[config.mk]
export PLATFORM = sky130hd
export DESIGN_NAME = serdes_rx_deframer
export DESIGN_NICKNAME = d
export VERILOG_FILES = /design/src/rtl/serdes_rx_deframer.sv
export SDC_FILE = /design/constraint.sdc
export NUM_CORES = 1
export LEC_CHECK = 0
export CORE_MARGIN = 3
export CORE_UTILIZATION = 30
export CTS_CLUSTER_SIZE = 8
export DETAILED_ROUTE_END_ITERATION = 10
export GPL_TIMING_DRIVEN = 0
export PLACE_DENSITY = 0.49
export SYNTH_ARGS = -nofsm -noshare
export SYNTH_HDL_FRONTEND = slang
export SYNTH_SLANG_ARGS = --single-unit
export TNS_END_PERCENT = 5
[constraint.sdc]
create_clock -name I_sys_clk -period 4.45 [get_ports I_sys_clk]
set_clock_uncertainty 0.05 [all_clocks]
set_input_delay 0.445 -clock I_sys_clk [delete_from_list [all_inputs] [get_ports I_sys_clk]]
set_output_delay 0.445 -clock I_sys_clk [all_outputs]
set_load 0.02 [all_outputs]
[src/rtl/serdes_rx_deframer.sv]
// Receive deframer: classifies lane words, tracks frame headers, unpacks IQ samples and target records.
// Latency: 2 cycles from input word to any valid/pulse output (input register + decode/output register).
// Backpressure: none; one payload word per cycle is accepted indefinitely.
module serdes_rx_deframer #(
    parameter int IQ_WORDS_MAX = 12288
) (
    input  logic        I_sys_clk,
    input  logic        I_rst,
    input  logic        I_rx_is_k,
    input  logic [15:0] I_rx1_dat,
    input  logic [15:0] I_rx2_dat,
    input  logic [15:0] I_rx3_dat,
    input  logic [15:0] I_rx4_dat,
    output logic        O_iq_ena,
    output logic [23:0] O_iq_i_dat,
    output logic [23:0] O_iq_q_dat,
    output logic        O_iq_ena2,
    output logic [23:0] O_iq_i_dat2,
    output logic [23:0] O_iq_q_dat2,
    output logic        O_iq_frame_done,
    output logic [15:0] O_iq_sample_cnt,
    output logic        O_target_ena,
    output logic [15:0] O_mach_angle_info,
    output logic [2:0]  O_mode_info,
    output logic [4:0]  O_angle_info,
    output logic [23:0] O_target_energy,
    output logic [12:0] O_target_range,
    output logic        O_err,
    output logic [15:0] O_err_cnt
);

    typedef enum logic [2:0] {S_IDLE, S_H1, S_H2, S_IQ, S_EN} state_t;

    localparam logic [15:0] L_WMAX = 16'(IQ_WORDS_MAX);

    logic        r_is_k;
    logic [63:0] r_word;
    state_t      r_state;
    state_t      w_state_nxt;
    logic [1:0]  r_phase;
    logic [31:0] r_held;
    logic [15:0] r_scnt;
    logic [15:0] r_wcnt;
    logic        r_ovf;

    logic        w_pay, w_m1, w_m3, w_m5, w_m7, w_idl;
    logic        w_iq_ena, w_iq_ena2, w_done, w_tgt_ena, w_err;
    logic [47:0] w_smp_a, w_smp_b;
    logic [1:0]  w_phase_nxt;
    logic [31:0] w_held_nxt;
    logic [15:0] w_scnt_nxt;
    logic [15:0] w_wcnt_nxt;
    logic        w_ovf_nxt;

    // Stage 1: register the lane-assembled word and its K flag
    always_ff @(posedge I_sys_clk) begin
        if (I_rst) begin
            r_is_k <= 1'b0;
            r_word <= '0;
        end else begin
            r_is_k <= I_rx_is_k;
            r_word <= {I_rx4_dat, I_rx3_dat, I_rx2_dat, I_rx1_dat};
        end
    end

    // Word class decode; a marker only counts when all lanes agree
    always_comb begin
        w_pay = r_is_k;
        w_m1  = !r_is_k && (r_word == {8{8'h1c}});
        w_m3  = !r_is_k && (r_word == {8{8'h3c}});
        w_m5  = !r_is_k && (r_word == {8{8'h5c}});
        w_m7  = !r_is_k && (r_word == {8{8'h7c}});
        w_idl = !r_is_k && !(w_m1 || w_m3 || w_m5 || w_m7);
    end

    // FSM state register
    always_ff @(posedge I_sys_clk) begin
        if (I_rst) r_state <= S_IDLE;
        else       r_state <= w_state_nxt;
    end

    // FSM next-state logic; a fresh M1 always restarts header search
    always_comb begin
        w_state_nxt = r_state;
        case (r_state)
            S_IDLE: if (w_m1) w_state_nxt = S_H1;
            S_H1:   if (w_m3) w_state_nxt = S_H2;
                    else if (!w_m1) w_state_nxt = S_IDLE;
            S_H2:   if (w_m5) w_state_nxt = S_IQ;
                    else if (w_m7) w_state_nxt = S_EN;
                    else if (w_m1) w_state_nxt = S_H1;
                    else w_state_nxt = S_IDLE;
            S_IQ, S_EN: if (w_m1) w_state_nxt = S_H1;
                    else if (!w_pay) w_state_nxt = S_IDLE;
            default: w_state_nxt = S_IDLE;
        endcase
    end

    // FSM output/datapath logic: unpack, frame close, error detection
    always_comb begin
        w_iq_ena    = 1'b0;
        w_iq_ena2   = 1'b0;
        w_done      = 1'b0;
        w_tgt_ena   = 1'b0;
        w_err       = 1'b0;
        w_smp_a     = r_word[63:16];
        w_smp_b     = r_word[47:0];
        w_phase_nxt = r_phase;
        w_held_nxt  = r_held;
        w_scnt_nxt  = r_scnt;
        w_wcnt_nxt  = r_wcnt;
        w_ovf_nxt   = r_ovf;
        case (r_state)
            S_IDLE: w_err = w_pay;
            S_H1:   w_err = !(w_m3 || w_m1);
            S_H2: begin
                if (w_m5) begin
                    w_phase_nxt = 2'd0;
                    w_held_nxt  = '0;
                    w_scnt_nxt  = '0;
                    w_wcnt_nxt  = '0;
                    w_ovf_nxt   = 1'b0;
                end else begin
                    w_err = !(w_m7 || w_m1);
                end
            end
            S_IQ: begin
                if (w_pay) begin
                    if (r_wcnt < L_WMAX) begin
                        w_wcnt_nxt = r_wcnt + 16'd1;
                        w_iq_ena   = 1'b1;
                        case (r_phase)
                            2'd0: begin
                                w_smp_a     = r_word[63:16];
                                w_held_nxt  = {16'h0, r_word[15:0]};
                                w_phase_nxt = 2'd1;
                                w_scnt_nxt  = r_scnt + 16'd1;
                            end
                            2'd1: begin
                                w_smp_a     = {r_held[15:0], r_word[63:32]};
                                w_held_nxt  = r_word[31:0];
                                w_phase_nxt = 2'd2;
                                w_scnt_nxt  = r_scnt + 16'd1;
                            end
                            default: begin
                                w_smp_a     = {r_held, r_word[63:48]};
                                w_smp_b     = r_word[47:0];
                                w_iq_ena2   = 1'b1;
                                w_phase_nxt = 2'd0;
                                w_scnt_nxt  = r_scnt + 16'd2;
                            end
                        endcase
                    end else if (!r_ovf) begin
                        // Only the first dropped word of a frame is flagged
                        w_err     = 1'b1;
                        w_ovf_nxt = 1'b1;
                    end
                end else begin
                    // Any non-payload word closes the frame; leftover partial bits are lost
                    w_done      = 1'b1;
                    w_err       = (r_phase != 2'd0) || !(w_idl || w_m1);
                    w_phase_nxt = 2'd0;
                    w_held_nxt  = '0;
                end
            end
            S_EN: begin
                if (w_pay) begin
                    w_tgt_ena = 1'b1;
                    w_err     = (r_word[15:13] != 3'd0);
                end else begin
                    w_err = !(w_idl || w_m1);
                end
            end
            default: ;
        endcase
    end

    // Frame datapath state: unpack phase, held bits, sample and word counters
    always_ff @(posedge I_sys_clk) begin
        if (I_rst) begin
            r_phase <= 2'd0;
            r_held  <= '0;
            r_scnt  <= '0;
            r_wcnt  <= '0;
            r_ovf   <= 1'b0;
        end else begin
            r_phase <= w_phase_nxt;
            r_held  <= w_held_nxt;
            r_scnt  <= w_scnt_nxt;
            r_wcnt  <= w_wcnt_nxt;
            r_ovf   <= w_ovf_nxt;
        end
    end

    // Output registers; data fields hold between valids, error count saturates
    always_ff @(posedge I_sys_clk) begin
        if (I_rst) begin
            O_iq_ena          <= 1'b0;
            O_iq_i_dat        <= '0;
            O_iq_q_dat        <= '0;
            O_iq_ena2         <= 1'b0;
            O_iq_i_dat2       <= '0;
            O_iq_q_dat2       <= '0;
            O_iq_frame_done   <= 1'b0;
            O_iq_sample_cnt   <= '0;
            O_target_ena      <= 1'b0;
            O_mach_angle_info <= '0;
            O_mode_info       <= '0;
            O_angle_info      <= '0;
            O_target_energy   <= '0;
            O_target_range    <= '0;
            O_err             <= 1'b0;
            O_err_cnt         <= '0;
        end else begin
            O_iq_ena        <= w_iq_ena;
            O_iq_ena2       <= w_iq_ena2;
            O_iq_frame_done <= w_done;
            O_target_ena    <= w_tgt_ena;
            O_err           <= w_err;
            if (w_iq_ena) begin
                O_iq_i_dat <= w_smp_a[47:24];
                O_iq_q_dat <= w_smp_a[23:0];
            end
            if (w_iq_ena2) begin
                O_iq_i_dat2 <= w_smp_b[47:24];
                O_iq_q_dat2 <= w_smp_b[23:0];
            end
            if (w_done) O_iq_sample_cnt <= r_scnt;
            if (w_tgt_ena) begin
                O_mach_angle_info <= r_word[63:48];
                O_mode_info       <= r_word[47:45];
                O_angle_info      <= r_word[44:40];
                O_target_energy   <= r_word[39:16];
                O_target_range    <= r_word[12:0];
            end
            if (w_err && (O_err_cnt != 16'hFFFF)) O_err_cnt <= O_err_cnt + 16'd1;
        end
    end

endmodule

==> PnR_summary.wiki, run 1 <==
{| class="wikitable"
! Metric !! Value
|-
| # diodes || 0
|-
| Via count || 12010
|-
| Setup repair after global routing missed its margin || no
|-
| Slew margin rel. || 35.75%
|-
| Die Width || 212.7 µm
|-
| CTS tree || built
|-
| Number of warnings printed during yosys synthesis || 0
|-
| Leakage power || 0.005833 µW
|-
| Max stage delay on crit path || 470 ps
|-
| Number of global-route vias before repair || 11890
|-
| Total CTS buffers || 47
|-
| Post-cts resize count || 0
|-
| Maximum number of pins on one net before global-route repair || 15
|-
| CP dominant cell by count || sky130_fd_sc_hd__clkbuf_1
|-
| Worst hold-check slack || 352.4 ps
|-
| Maximum ir drop on the vdd rail || 0.2266 mV
|-
| Final wirelength || 50360 µm
|-
| List of most frequent post-synthesis cells || 329 x sky130_fd_sc_hd__dfxtp_1, 296 x sky130_fd_sc_hd__nand2_1, 264 x sky130_fd_sc_hd__a21oi_1
|-
| Worst-Skew Late Latency || 590 ps
|-
| Synth Cell Area || 12810 µm²
|-
| Area added between synthesis and finish || 35.45%
|-
| Number of violations reported at the end of detailed-routing iteration 0 || 843
|-
| Startpoint type of the worst setup path || flip-flop
|-
| Total of max-cap violations || 0
|-
| Data required time at the worst endpoint || 4900 ps
|-
| Yosys top cell area share || 51.41%
|-
| Maximum level of the CTS H-tree || 2
|-
| Power per cell area || 373.0 nW/µm²
|-
| Number of hold-slack violations in the final timing report || 0
|-
| Relative contribution of sequential cells to total power || 47.5%
|-
| Fraction of power spent switching nets || 23.36%
|-
| Reported net switching power || 1512 µW
|-
| Crit path max-delay cell type || sky130_fd_sc_hd__clkbuf_1
|-
| Area of the core || 42040 µm²
|-
| Outcome || completed
|-
| Dominant synthesized flop cell || sky130_fd_sc_hd__dfxtp_1
|-
| Synthesized area per cell || 8.266 µm²
|-
| CTS Root Buffer Type || sky130_fd_sc_hd__clkbuf_16
|-
| Post-synth EDFFs || 0
|-
| Setup Buffers After CTS || 0
|-
| Number of top-level pins || 261
|-
| Hold-fix buffers at CTS || 0
|-
| Nets in the synthesized netlist || 1621
|-
| Global routing usage summed across all routing layers || 21.91%
|-
| Count of endpoints failing setup in the final report || 0
|-
| Detailed-route DRC error count || 0
|-
| Input/output buffers || 260
|-
| Tcrit/Tclk final || 74.69%
|-
| Total overflow reported by the global router || 0
|-
| Worst setup path category || flip-flop to flip-flop
|-
| # fillers || 4264
|-
| Average wire length per cell after detail routing || 20.98 µm
|-
| Clock Sinks || 329
|-
| Starting Density || 30.48%
|-
| Distinct cells, synth || 60
|-
| Gate count of the mapped netlist || 1550
|-
| Largest buffer count on any clock path || 3
|-
| Clock share of power || 49.0%
|-
| Routed via count divided by cell count || 5.000
|-
| Flip-flop and latch count after synthesis || 329
|-
| Post-layout minimum cycle time || 3324 ps
|-
| Leading area contributor after synthesis || sky130_fd_sc_hd__dfxtp_1
|-
| Tightest Hold Check Type || primary input to flip-flop
|-
| Antenna Violating Nets Remaining || 0
|-
| Most instantiated library cell after synthesis || sky130_fd_sc_hd__dfxtp_1
|-
| Initial antenna violation count || 5
|-
| F_max || 0.3009 GHz
|-
| Cell row count || 75
|-
| Part of the total power dissipated in combinational logic || 3.5%
|-
| Router iterations before antenna repair || 5
|-
| Proportion of synthesized chip area in sequential cells || 51.41%
|-
| Final weighted congestion in routability-driven placement || 0.9134
|-
| Total negative setup slack || 0 ps
|-
| Endpoint kind of the worst setup timing path || flip-flop
|-
| Least-Margin Pin Slew || 963.8 ps
|-
| Area enclosed by the die boundary || 45220 µm²
|-
| Design internal power || 4961 µW
|-
| Arrival time at the worst endpoint || 3770 ps
|-
| Share of flip-flops with an asynchronous set or reset after synthesis || 0%
|-
| Worst-path fanout max || 10
|-
| Post-layout net count || 1930
|-
| Post-DP HPWL || 37880 µm
|-
| Number of max-slew violations in the final report || 0
|-
| Area contributors post-synth || sky130_fd_sc_hd__dfxtp_1 51%, sky130_fd_sc_hd__a21oi_1 10%, sky130_fd_sc_hd__nand2_1 8.7%, sky130_fd_sc_hd__nor2_1 6.3%, sky130_fd_sc_hd__mux2i_1 3.8%
|-
| Height of the die || 212.7 µm
|-
| Proportion of layout cells with a drive suffix above 1 || 4.296%
|-
| Sequence of cells on the critical path || clkbuf_1 > nor2b_1 > and2_1 > clkbuf_1 > nand2_1 > nor2_1 > and2_1 > clkbuf_1 > clkbuf_1 > nand2_1 > a21oi_1
|-
| Clock transition time at the flip-flop clock pins of the worst setup and hold paths || 50 ps
|-
| Wire length of the first global-routing pass || 74000 µm
|}
==> flip-flops by register name, summed over array words and instances (netlist names), 2 cells and up <==
signal / count
r_held: 32
r_phase: 2
O_mode_info: 3
r_word: 64
O_target_range: 13
r_state: 3
O_iq_q_dat: 24
r_scnt: 16
O_iq_i_dat2: 24
O_target_energy: 24
O_iq_i_dat: 24
O_angle_info: 5
r_wcnt: 16
O_iq_sample_cnt: 16
O_mach_angle_info: 16
O_err_cnt: 16
O_iq_q_dat2: 24
==> placed cells by master, fill, tap and decap left out, drive strengths merged, types with 5 or more instances in the layout <==
cell type / netlist / final
nor2: 217 / 217
inv: 8 / 8
o21ai: 11 / 11
nor4: 5 / 5
nand3: 34 / 34
xnor2: 12 / 12
dfxtp: 329 / 329
xor2: 10 / 10
clkdlybuf4s50: 0 / 260
a21oi: 264 / 264
o31ai: 13 / 13
a22oi: 17 / 17
buf: 15 / 15
clkbuf: 91 / 139
and3: 15 / 15
and2: 7 / 7
nor2b: 73 / 73
nand4: 14 / 14
nand2: 296 / 296
mux2i: 49 / 49
or4: 17 / 17
==> cells by family (layout without fill, tap and decap cells) <==
family,count (synthesis),in the layout,synth area share [%]
simple gates,707,707,25.22
flops,329,329,51.41
mux,53,53,4.180
buf+inv,114,426,3.613
compound gates,321,321,13.68
xor+xnor,22,22,1.504
fa+ha+maj,4,4,0.3906
==> power by group through the flow <==
stage	clock network (µW)	logic (µW)	registers [µW]
final	3170	226	3070
after global placement	0	226	3130
after global routing	3370	246	3070
after CTS	3270	226	3070
after detailed placement	0	226	3130
after floorplan	0	109	3070
==> critical path: cells and delay by family (launching register included) <==
family,cells,cell delay [ps]
AOI/OAI and AO/OA,1,150
buffers and inverters,4,1420
DFF,1,290
and+or+nand+nor,6,1330
==> worst paths after layout <==
path,depth (start not counted),end,slack (ps),startpoint
setup / recovery,11,O_iq_i_dat2[3]$_SDFFE_PP0P_,1130,r_state[2]$_SDFFE_PP0P_
hold / removal,2,r_word[49]$_SDFF_PP0_,350,I_rx4_dat[1]
setup reg to reg,11,O_iq_i_dat2[3]$_SDFFE_PP0P_,1130,r_state[2]$_SDFFE_PP0P_
hold reg to reg,2,r_held[26]$_SDFFE_PP0P_,400,r_held[26]$_SDFFE_PP0P_
==> cell type report <==
type                    instances  area [µm²]  share of cell area, %
plain buffers                 106       432.9                  2.495
inverters                       8       30.03                 0.1730
clock inverters                 4       85.08                 0.4903
multi-input cells            1107        5763                  33.21
clock buffers                  48        1180                  6.799
well taps                     539       674.4                  3.886
repair buffers                260        2603                  15.00
flip-flops and latches        329        6586                  37.95
==> metal layers <==
| layer | track usage, % | vias up | routed length, µm |
|---|---|---|---|
| met5 | 0 | - | 55 |
| met4 | 8.603 | 10 | 1599 |
| li1 | - | 5814 | - |
| met3 | 5.671 | 101 | 3730 |
| met2 | 34.65 | 404 | 22800 |
| met1 | 28.74 | 5676 | 22180 |
==> through the flow <==
stage / cells / utilization [%] / power, µW / area [µm²] / worst slack [ps]
after floorplan: 1550 / - / 3183 / 12810 / 1851
after global placement: 2349 / 38.27 / 3356 / 16090 / 633.5
after detailed placement: 2349 / 38.27 / 3356 / 16090 / 694.7
after CTS: 2401 / 41.28 / 6564 / 17350 / 1135
after global routing: 2401 / 41.28 / 6683 / 17350 / 836.4
final: 2401 / 41.28 / 6474 / 17350 / 1126
Note: power is estimated with default switching activity, not from simulation.
==> inputs of run 2 (changes only) <==
clock period = 3.1 ns   (was 4.45 ns; I/O delays follow)
==> PnR_summary.wiki, run 2 (synthesis gave the netlist of run 1 again) <==
{| class="wikitable"
! Metric !! Value
|-
| Design internal power || 7125 µW (was 4961 µW)
|-
| Tightest Hold Check Type || primary input to flip-flop (unchanged)
|-
| Starting Density || 30.48% (unchanged)
|-
| Instance count after placement with tap cells included || 2349 (unchanged)
|-
| Total of max-cap violations || 0 (unchanged)
|-
| Post-DP HPWL || 37880 µm (unchanged)
|-
| CTS tree || built (unchanged)
|-
| Worst-path fanout max || 10 (unchanged)
|-
| Largest buffer count on any clock path || 3 (unchanged)
|-
| Post-route design area || 17440 µm² (was 17350 µm²)
|-
| Global routing usage summed across all routing layers || 21.95% (was 21.91%)
|-
| Input/output buffers || 260 (unchanged)
|-
| Worst-Skew Late Latency || 590 ps (about the same)
|-
| Relative contribution of sequential cells to total power || 47.5% (about the same)
|-
| Fraction of power spent switching nets || 23.40% (was 23.36%)
|-
| Final wirelength || 50420 µm (was 50360 µm)
|-
| Leakage power || 0.005891 µW (was 0.005833 µW)
|-
| Die Width || 212.7 µm (unchanged)
|-
| Commonest non-fill, non-tap cell in the layout || sky130_fd_sc_hd__dfxtp_1 (unchanged)
|-
| Flip-flop count of the largest register after layout || 64 (unchanged)
|-
| Setup repair after global routing missed its margin || yes (was no)
|-
| Final weighted congestion in routability-driven placement || 0.9134 (unchanged)
|-
| Startpoint type of the worst setup path || flip-flop (unchanged)
|-
| Worst hold-check slack || 216.6 ps (was 352.4 ps)
|-
| Via count || 12020 (was 12010)
|-
| Clock transition time at the flip-flop clock pins of the worst setup and hold paths || 50 ps (about the same)
|-
| Endpoint kind of the worst setup timing path || flip-flop (unchanged)
|-
| Power per cell area || 533.5 nW/µm² (was 373.0 nW/µm²)
|-
| Area enclosed by the die boundary || 45220 µm² (unchanged)
|-
| Family with the most delay on the worst path || simple AND/OR/NAND/NOR gates (was buffers and inverters)
|-
| Register containing the most flip-flops in the final layout || r_word (unchanged)
|-
| Number of top-level pins || 261 (unchanged)
|-
| Initial antenna violation count || 5 (unchanged)
|-
| Worst path depth || 10 (was 11)
|-
| Hold-fix buffers at CTS || 0 (unchanged)
|-
| Number of max-slew violations in the final report || 0 (unchanged)
|-
| Worst setup path category || flip-flop to flip-flop (unchanged)
|-
| CP dominant cell by count || sky130_fd_sc_hd__buf_6 (was sky130_fd_sc_hd__clkbuf_1)
|-
| Data required time at the worst endpoint || 3520 ps (was 4900 ps)
|-
| CTS Root Buffer Type || sky130_fd_sc_hd__clkbuf_16 (unchanged)
|-
| Part of the total power dissipated in combinational logic || 3.5% (about the same)
|-
| Post-detailed-placement cell area || 16090 µm² (unchanged)
|-
| Average wire length per cell after detail routing || 21.01 µm (was 20.98 µm)
|-
| Tcrit/Tclk final || 96.16% (was 74.69%)
|-
| Area of the core || 42040 µm² (unchanged)
|-
| Reg-to-reg endpoint || O_err_cnt[10]$_SDFFE_PP0P_ (was O_iq_i_dat2[3]$_SDFFE_PP0P_)
|-
| Proportion of layout cells with a drive suffix above 1 || 6.126% (was 4.296%)
|-
| Total CTS buffers || 47 (unchanged)
|-
| Area added between synthesis and finish || 36.08% (was 35.45%)
|-
| Antenna Violating Nets Remaining || 0 (unchanged)
|-
| Multi-input logic area || 5807 µm² (was 5763 µm²)
|-
| Routed via count divided by cell count || 5.009 (was 5.000)
|-
| Number of hold-slack violations in the final timing report || 0 (unchanged)
|-
| Total overflow reported by the global router || 0 (unchanged)
|-
| Critical Path Source || r_word[9]$_SDFF_PP0_ (was r_state[2]$_SDFFE_PP0P_)
|-
| # diodes || 0 (unchanged)
|-
| Overall Power || 9302 µW (was 6474 µW)
|-
| Arrival time at the worst endpoint || 3400 ps (was 3770 ps)
|-
| R2r startpoint || r_word[9]$_SDFF_PP0_ (was r_state[2]$_SDFFE_PP0P_)
|-
| Max stage delay on crit path || 550 ps (was 470 ps)
|-
| # fillers || 4245 (was 4264)
|-
| Final Instance Count excl. Fillers || 2400 (was 2401)
|-
| Maximum number of pins on one net before global-route repair || 15 (unchanged)
|-
| Seq. cell area || 6618 µm² (was 6586 µm²)
|-
| Slew margin rel. || 34.47% (was 35.75%)
|-
| Clock share of power || 49.0% (about the same)
|-
| Crit path max-delay cell type || sky130_fd_sc_hd__or4_4 (was sky130_fd_sc_hd__clkbuf_1)
|-
| Count of endpoints failing setup in the final report || 0 (unchanged)
|-
| Maximum ir drop on the vdd rail || 0.3228 mV (was 0.2266 mV)
|-
| Number of violations reported at the end of detailed-routing iteration 0 || 805 (was 843)
|-
| Sequence of cells on the critical path || nor4b_2 > nand4b_1 > or4_4 > buf_6 > nor2_1 > o41ai_2 > nor3b_4 > buf_6 > nor4_1 > mux2_1 (was clkbuf_1 > nor2b_1 > and2_1 > clkbuf_1 > nand2_1 > nor2_1 > and2_1 > clkbuf_1 > clkbuf_1 > nand2_1 > a21oi_1)
|-
| Worst-case register-to-register setup slack || 120 ps (was 1130 ps)
|-
| Leading registers by flop count || r_word x64, r_held x32 (unchanged)
|-
| Wire length of the first global-routing pass || 74150 µm (was 74000 µm)
|-
| F_max || 0.3355 GHz (was 0.3009 GHz)
|-
| Reported net switching power || 2176 µW (was 1512 µW)
|-
| Height of the die || 212.7 µm (unchanged)
|-
| Post-layout net count || 1929 (was 1930)
|-
| Detailed-route DRC error count || 0 (unchanged)
|-
| Maximum level of the CTS H-tree || 2 (unchanged)
|-
| Post-layout minimum cycle time || 2981 ps (was 3324 ps)
|-
| Number of global-route vias before repair || 11910 (was 11890)
|-
| Clock Sinks || 329 (unchanged)
|-
| Outcome || completed (unchanged)
|-
| Cell row count || 75 (unchanged)
|-
| Worst setup path endpoint || O_err_cnt[10]$_SDFFE_PP0P_ (was O_iq_i_dat2[3]$_SDFFE_PP0P_)
|-
| Most frequent cells in the layout || 308 x sky130_fd_sc_hd__dfxtp_1, 296 x sky130_fd_sc_hd__nand2_1, 264 x sky130_fd_sc_hd__a21oi_1 (was 329 x sky130_fd_sc_hd__dfxtp_1, 296 x sky130_fd_sc_hd__nand2_1, 264 x sky130_fd_sc_hd__a21oi_1)
|-
| Worst R2R Path Depth || 10 (was 11)
|-
| Router iterations before antenna repair || 6 (was 5)
|-
| Least-Margin Pin Slew || 982.9 ps (was 963.8 ps)
|-
| Number of buffers and inverters on the critical path || 2 (was 4)
|}
run 2: worst min path at each step:
stage / cells past startpoint / slack, ps / startpoint / to
after floorplan: 2 / 380 / r_held[26]$_SDFFE_PP0P_ / r_held[26]$_SDFFE_PP0P_
after global placement: 2 / 390 / r_held[27]$_SDFFE_PP0P_ / r_held[27]$_SDFFE_PP0P_
after detailed placement: 2 / 400 / r_held[26]$_SDFFE_PP0P_ / r_held[26]$_SDFFE_PP0P_
after CTS: 2 / 180 / I_rx1_dat[11] / r_word[11]$_SDFF_PP0_
after global routing: 2 / 210 / I_rx3_dat[12] / r_word[44]$_SDFF_PP0_
final: 2 / 220 / I_rx1_dat[11] / r_word[11]$_SDFF_PP0_
run 2: power groups by stage:
| stage | registers [µW] | clock network, µW | logic, µW |
|---|---|---|---|
| 2_1_floorplan | 4410 | 0 | 156 |
| 3_3_place_gp | 4490 | 0 | 324 |
| 3_5_place_dp | 4490 | 0 | 324 |
| 4_1_cts | 4410 | 4690 | 325 |
| 5_1_grt | 4410 | 4840 | 354 |
| 6_report | 4420 | 4560 | 326 |
run 2: timing repair:
action	CTS	global route
gates resized for setup	14	31
pin swaps	1	2
endpoints found under the setup margin	81	72
gates cloned	0	0
setup buffers	0	0
hold endpoints to repair	0	0
run 2: layout make-up:
class | count | area share (%)
sequential | 329 | 37.95
multi-input combinational | 1107 | 33.30
clock buffer | 48 | 6.767
buffer | 105 | 2.519
inverter | 8 | 0.1722
tap | 539 | 3.868
clock inverter | 4 | 0.4880
timing repair buffer | 260 | 14.93
run 2: stage by stage:
stage | setup TNS, ps | util (%) | setup slack [ps]
final | 0 | 41.47 | 119.0
after global routing | -123.1 | 41.47 | -51.81
after CTS | 0 | 41.34 | 9.060
after detailed placement | -77030 | 38.27 | -520.3
after global placement | -81200 | 38.27 | -581.5
after floorplan | 0 | - | 501.2
run 2: metal layers:
| metal | share of wire (%) | GRT usage (%) |
|---|---|---|
| met3 | 7.2 | 5.554 |
| met4 | 3.1 | 8.557 |
| met1 | 44 | 28.86 |
| met2 | 46 | 34.76 |
| met5 | 0.11 | 0 |
==> inputs of run 3 (changes only) <==
CTS_CLUSTER_SIZE = 25   (was 8)
==> PnR_summary.wiki, run 3 (synthesis gave the netlist of run 1 again) <==
{| class="wikitable"
! Metric !! Value
|-
| Outcome || completed (unchanged)
|-
| Leakage power || 0.005925 µW (was 0.005891 µW)
|-
| Starting Density || 30.48% (unchanged)
|-
| Endpoint kind of the worst setup timing path || flip-flop (unchanged)
|-
| Power per cell area || 531.3 nW/µm² (was 533.5 nW/µm²)
|-
| Area enclosed by the die boundary || 45220 µm² (unchanged)
|-
| Number of violations reported at the end of detailed-routing iteration 0 || 949 (was 805)
|-
| Final wirelength || 50150 µm (was 50420 µm)
|-
| Worst-case register-to-register setup slack || 120 ps (about the same)
|-
| Total overflow reported by the global router || 0 (unchanged)
|-
| CTS Root Buffer Type || sky130_fd_sc_hd__clkbuf_16 (unchanged)
|-
| Overall Power || 9283 µW (was 9302 µW)
|-
| Wire length of the first global-routing pass || 73950 µm (was 74150 µm)
|-
| Router iterations before antenna repair || 5 (was 6)
|-
| Post-layout net count || 1921 (was 1929)
|-
| Maximum number of pins on one net before global-route repair || 14 (was 15)
|-
| Worst-path fanout max || 10 (unchanged)
|-
| Average wire length per cell after detail routing || 20.75 µm (was 21.01 µm)
|-
| Critical Path Source || r_word[57]$_SDFF_PP0_ (was r_word[9]$_SDFF_PP0_)
|-
| Number of hold-slack violations in the final timing report || 0 (unchanged)
|-
| R2r startpoint || r_word[57]$_SDFF_PP0_ (was r_word[9]$_SDFF_PP0_)
|-
| Slew margin rel. || 38.88% (was 34.47%)
|-
| Startpoint type of the worst setup path || flip-flop (unchanged)
|-
| Cell row count || 75 (unchanged)
|-
| Final weighted congestion in routability-driven placement || 0.9134 (unchanged)
|-
| Worst setup path endpoint || O_err_cnt[10]$_SDFFE_PP0P_ (unchanged)
|-
| Data required time at the worst endpoint || 3500 ps (was 3520 ps)
|-
| Largest buffer count on any clock path || 3 (unchanged)
|-
| Post-detailed-placement cell area || 16090 µm² (unchanged)
|-
| Commonest non-fill, non-tap cell in the layout || sky130_fd_sc_hd__dfxtp_1 (unchanged)
|-
| Flip-flop count of the largest register after layout || 64 (unchanged)
|-
| Maximum level of the CTS H-tree || 2 (unchanged)
|-
| Register containing the most flip-flops in the final layout || r_word (unchanged)
|-
| F_max || 0.3360 GHz (was 0.3355 GHz)
|-
| Number of global-route vias before repair || 11760 (was 11910)
|-
| Routed via count divided by cell count || 4.970 (was 5.009)
|-
| Clock transition time at the flip-flop clock pins of the worst setup and hold paths || 60 ps (was 50 ps)
|-
| Total of max-cap violations || 0 (unchanged)
|-
| CTS tree || built (unchanged)
|-
| Initial antenna violation count || 5 (unchanged)
|-
| Total CTS buffers || 38 (was 47)
|-
| Input/output buffers || 260 (unchanged)
|-
| Post-route design area || 17470 µm² (was 17440 µm²)
|-
| Final Instance Count excl. Fillers || 2417 (was 2400)
|-
| Setup repair after global routing missed its margin || yes (unchanged)
|-
| Leading registers by flop count || r_word x64, r_held x32 (unchanged)
|-
| Area of the core || 42040 µm² (unchanged)
|-
| Tcrit/Tclk final || 96.00% (was 96.16%)
|-
| Global routing usage summed across all routing layers || 21.88% (was 21.95%)
|-
| Detailed-route DRC error count || 0 (unchanged)
|-
| Via count || 12010 (was 12020)
|-
| Reg-to-reg endpoint || O_err_cnt[10]$_SDFFE_PP0P_ (unchanged)
|-
| Die Width || 212.7 µm (unchanged)
|-
| Tightest Hold Check Type || primary input to flip-flop (unchanged)
|-
| Arrival time at the worst endpoint || 3370 ps (was 3400 ps)
|-
| Maximum ir drop on the vdd rail || 0.2655 mV (was 0.3228 mV)
|-
| Number of max-slew violations in the final report || 0 (unchanged)
|-
| Count of endpoints failing setup in the final report || 0 (unchanged)
|-
| Number of top-level pins || 261 (unchanged)
|-
| Area added between synthesis and finish || 36.37% (was 36.08%)
|-
| Worst-Skew Late Latency || 560 ps (was 590 ps)
|-
| Worst R2R Path Depth || 10 (unchanged)
|-
| Antenna Violating Nets Remaining || 0 (unchanged)
|-
| Worst setup path category || flip-flop to flip-flop (unchanged)
|-
| Post-DP HPWL || 37880 µm (unchanged)
|-
| # fillers || 4273 (was 4245)
|-
| Clock Sinks || 329 (unchanged)
|-
| Least-Margin Pin Slew || 916.9 ps (was 982.9 ps)
|-
| Most frequent cells in the layout || 307 x sky130_fd_sc_hd__dfxtp_1, 296 x sky130_fd_sc_hd__nand2_1, 264 x sky130_fd_sc_hd__a21oi_1 (was 308 x sky130_fd_sc_hd__dfxtp_1, 296 x sky130_fd_sc_hd__nand2_1, 264 x sky130_fd_sc_hd__a21oi_1)
|-
| Instance count after placement with tap cells included || 2349 (unchanged)
|-
| Height of the die || 212.7 µm (unchanged)
|-
| Proportion of layout cells with a drive suffix above 1 || 6.926% (was 6.126%)
|-
| Post-layout minimum cycle time || 2976 ps (was 2981 ps)
|}
## run 3: routing by layer
metal | global-route usage, % | wire, µm | share of wire, %
met5 | 0 | 59 | 0.12
met4 | 7.112 | 1460 | 2.9
met3 | 6.171 | 3290 | 6.6
met2 | 34.81 | 22720 | 45
met1 | 28.83 | 22620 | 45
## run 3: repair_timing
action                                  CTS  global route
hold buffers                              0             0
buffers inserted                          0             0
gates resized for setup                  16            37
pin swaps                                 2             1
endpoints found under the setup margin   81            77
## run 3: power breakdown
| part | switching, µW | internal, µW | leakage, µW |
|---|---|---|---|
| logic | 176 | 150 | 0.00262 |
| clock network | 1840 | 2710 | 0.000636 |
| registers | 130 | 4280 | 0.00267 |
## run 3: worst min-delay path by stage
stage	depth (start not counted)	end	slack [ps]	start
after detailed placement	2	r_held[26]$_SDFFE_PP0P_	400	r_held[26]$_SDFFE_PP0P_
after global placement	2	r_held[27]$_SDFFE_PP0P_	390	r_held[27]$_SDFFE_PP0P_
after global routing	2	r_word[44]$_SDFF_PP0_	230	I_rx3_dat[12]
after floorplan	2	r_held[26]$_SDFFE_PP0P_	380	r_held[26]$_SDFFE_PP0P_
after CTS	2	r_word[17]$_SDFF_PP0_	220	I_rx2_dat[1]
final	2	r_word[17]$_SDFF_PP0_	250	I_rx2_dat[1]
## run 3: per-stage QoR
stage | util, % | TNS (ps) | setup WS, ps | hold slack [ps]
final | 41.56 | 0 | 124.0 | 249.0
after global routing | 41.55 | -188.1 | -49.21 | 230.3
after CTS | 41.41 | -14.74 | -14.62 | 219.4
after detailed placement | 38.27 | -77030 | -520.3 | 396.3
after global placement | 38.27 | -81200 | -581.5 | 390.8
after floorplan | - | 0 | 501.2 | 381.9
## run 3: cell type report
cell class / instances / area, µm² / share of cell area [%]
clock buffer: 57 / 1174 / 6.717
antenna: 1 / 2.502 / 0.01432
buffer: 106 / 446.7 / 2.557
sequential: 329 / 6616 / 37.87
multi-input combinational: 1107 / 5821 / 33.31
clock inverter: 10 / 105.1 / 0.6015
tap: 539 / 674.4 / 3.860
inverter: 8 / 30.03 / 0.1719
timing repair buffer: 260 / 2603 / 14.90
## run 3: worst max-delay path: stages, from the launching register on
cell and delay [ps]:
sky130_fd_sc_hd__dfxtp_1 400, sky130_fd_sc_hd__and4bb_2 340, sky130_fd_sc_hd__nand4_1 90, sky130_fd_sc_hd__or4_4 560
sky130_fd_sc_hd__buf_6 170, sky130_fd_sc_hd__nor2_1 150, sky130_fd_sc_hd__o41ai_2 110, sky130_fd_sc_hd__nor3b_4 420
sky130_fd_sc_hd__buf_6 200, sky130_fd_sc_hd__nor4_1 70, sky130_fd_sc_hd__mux2_1 310
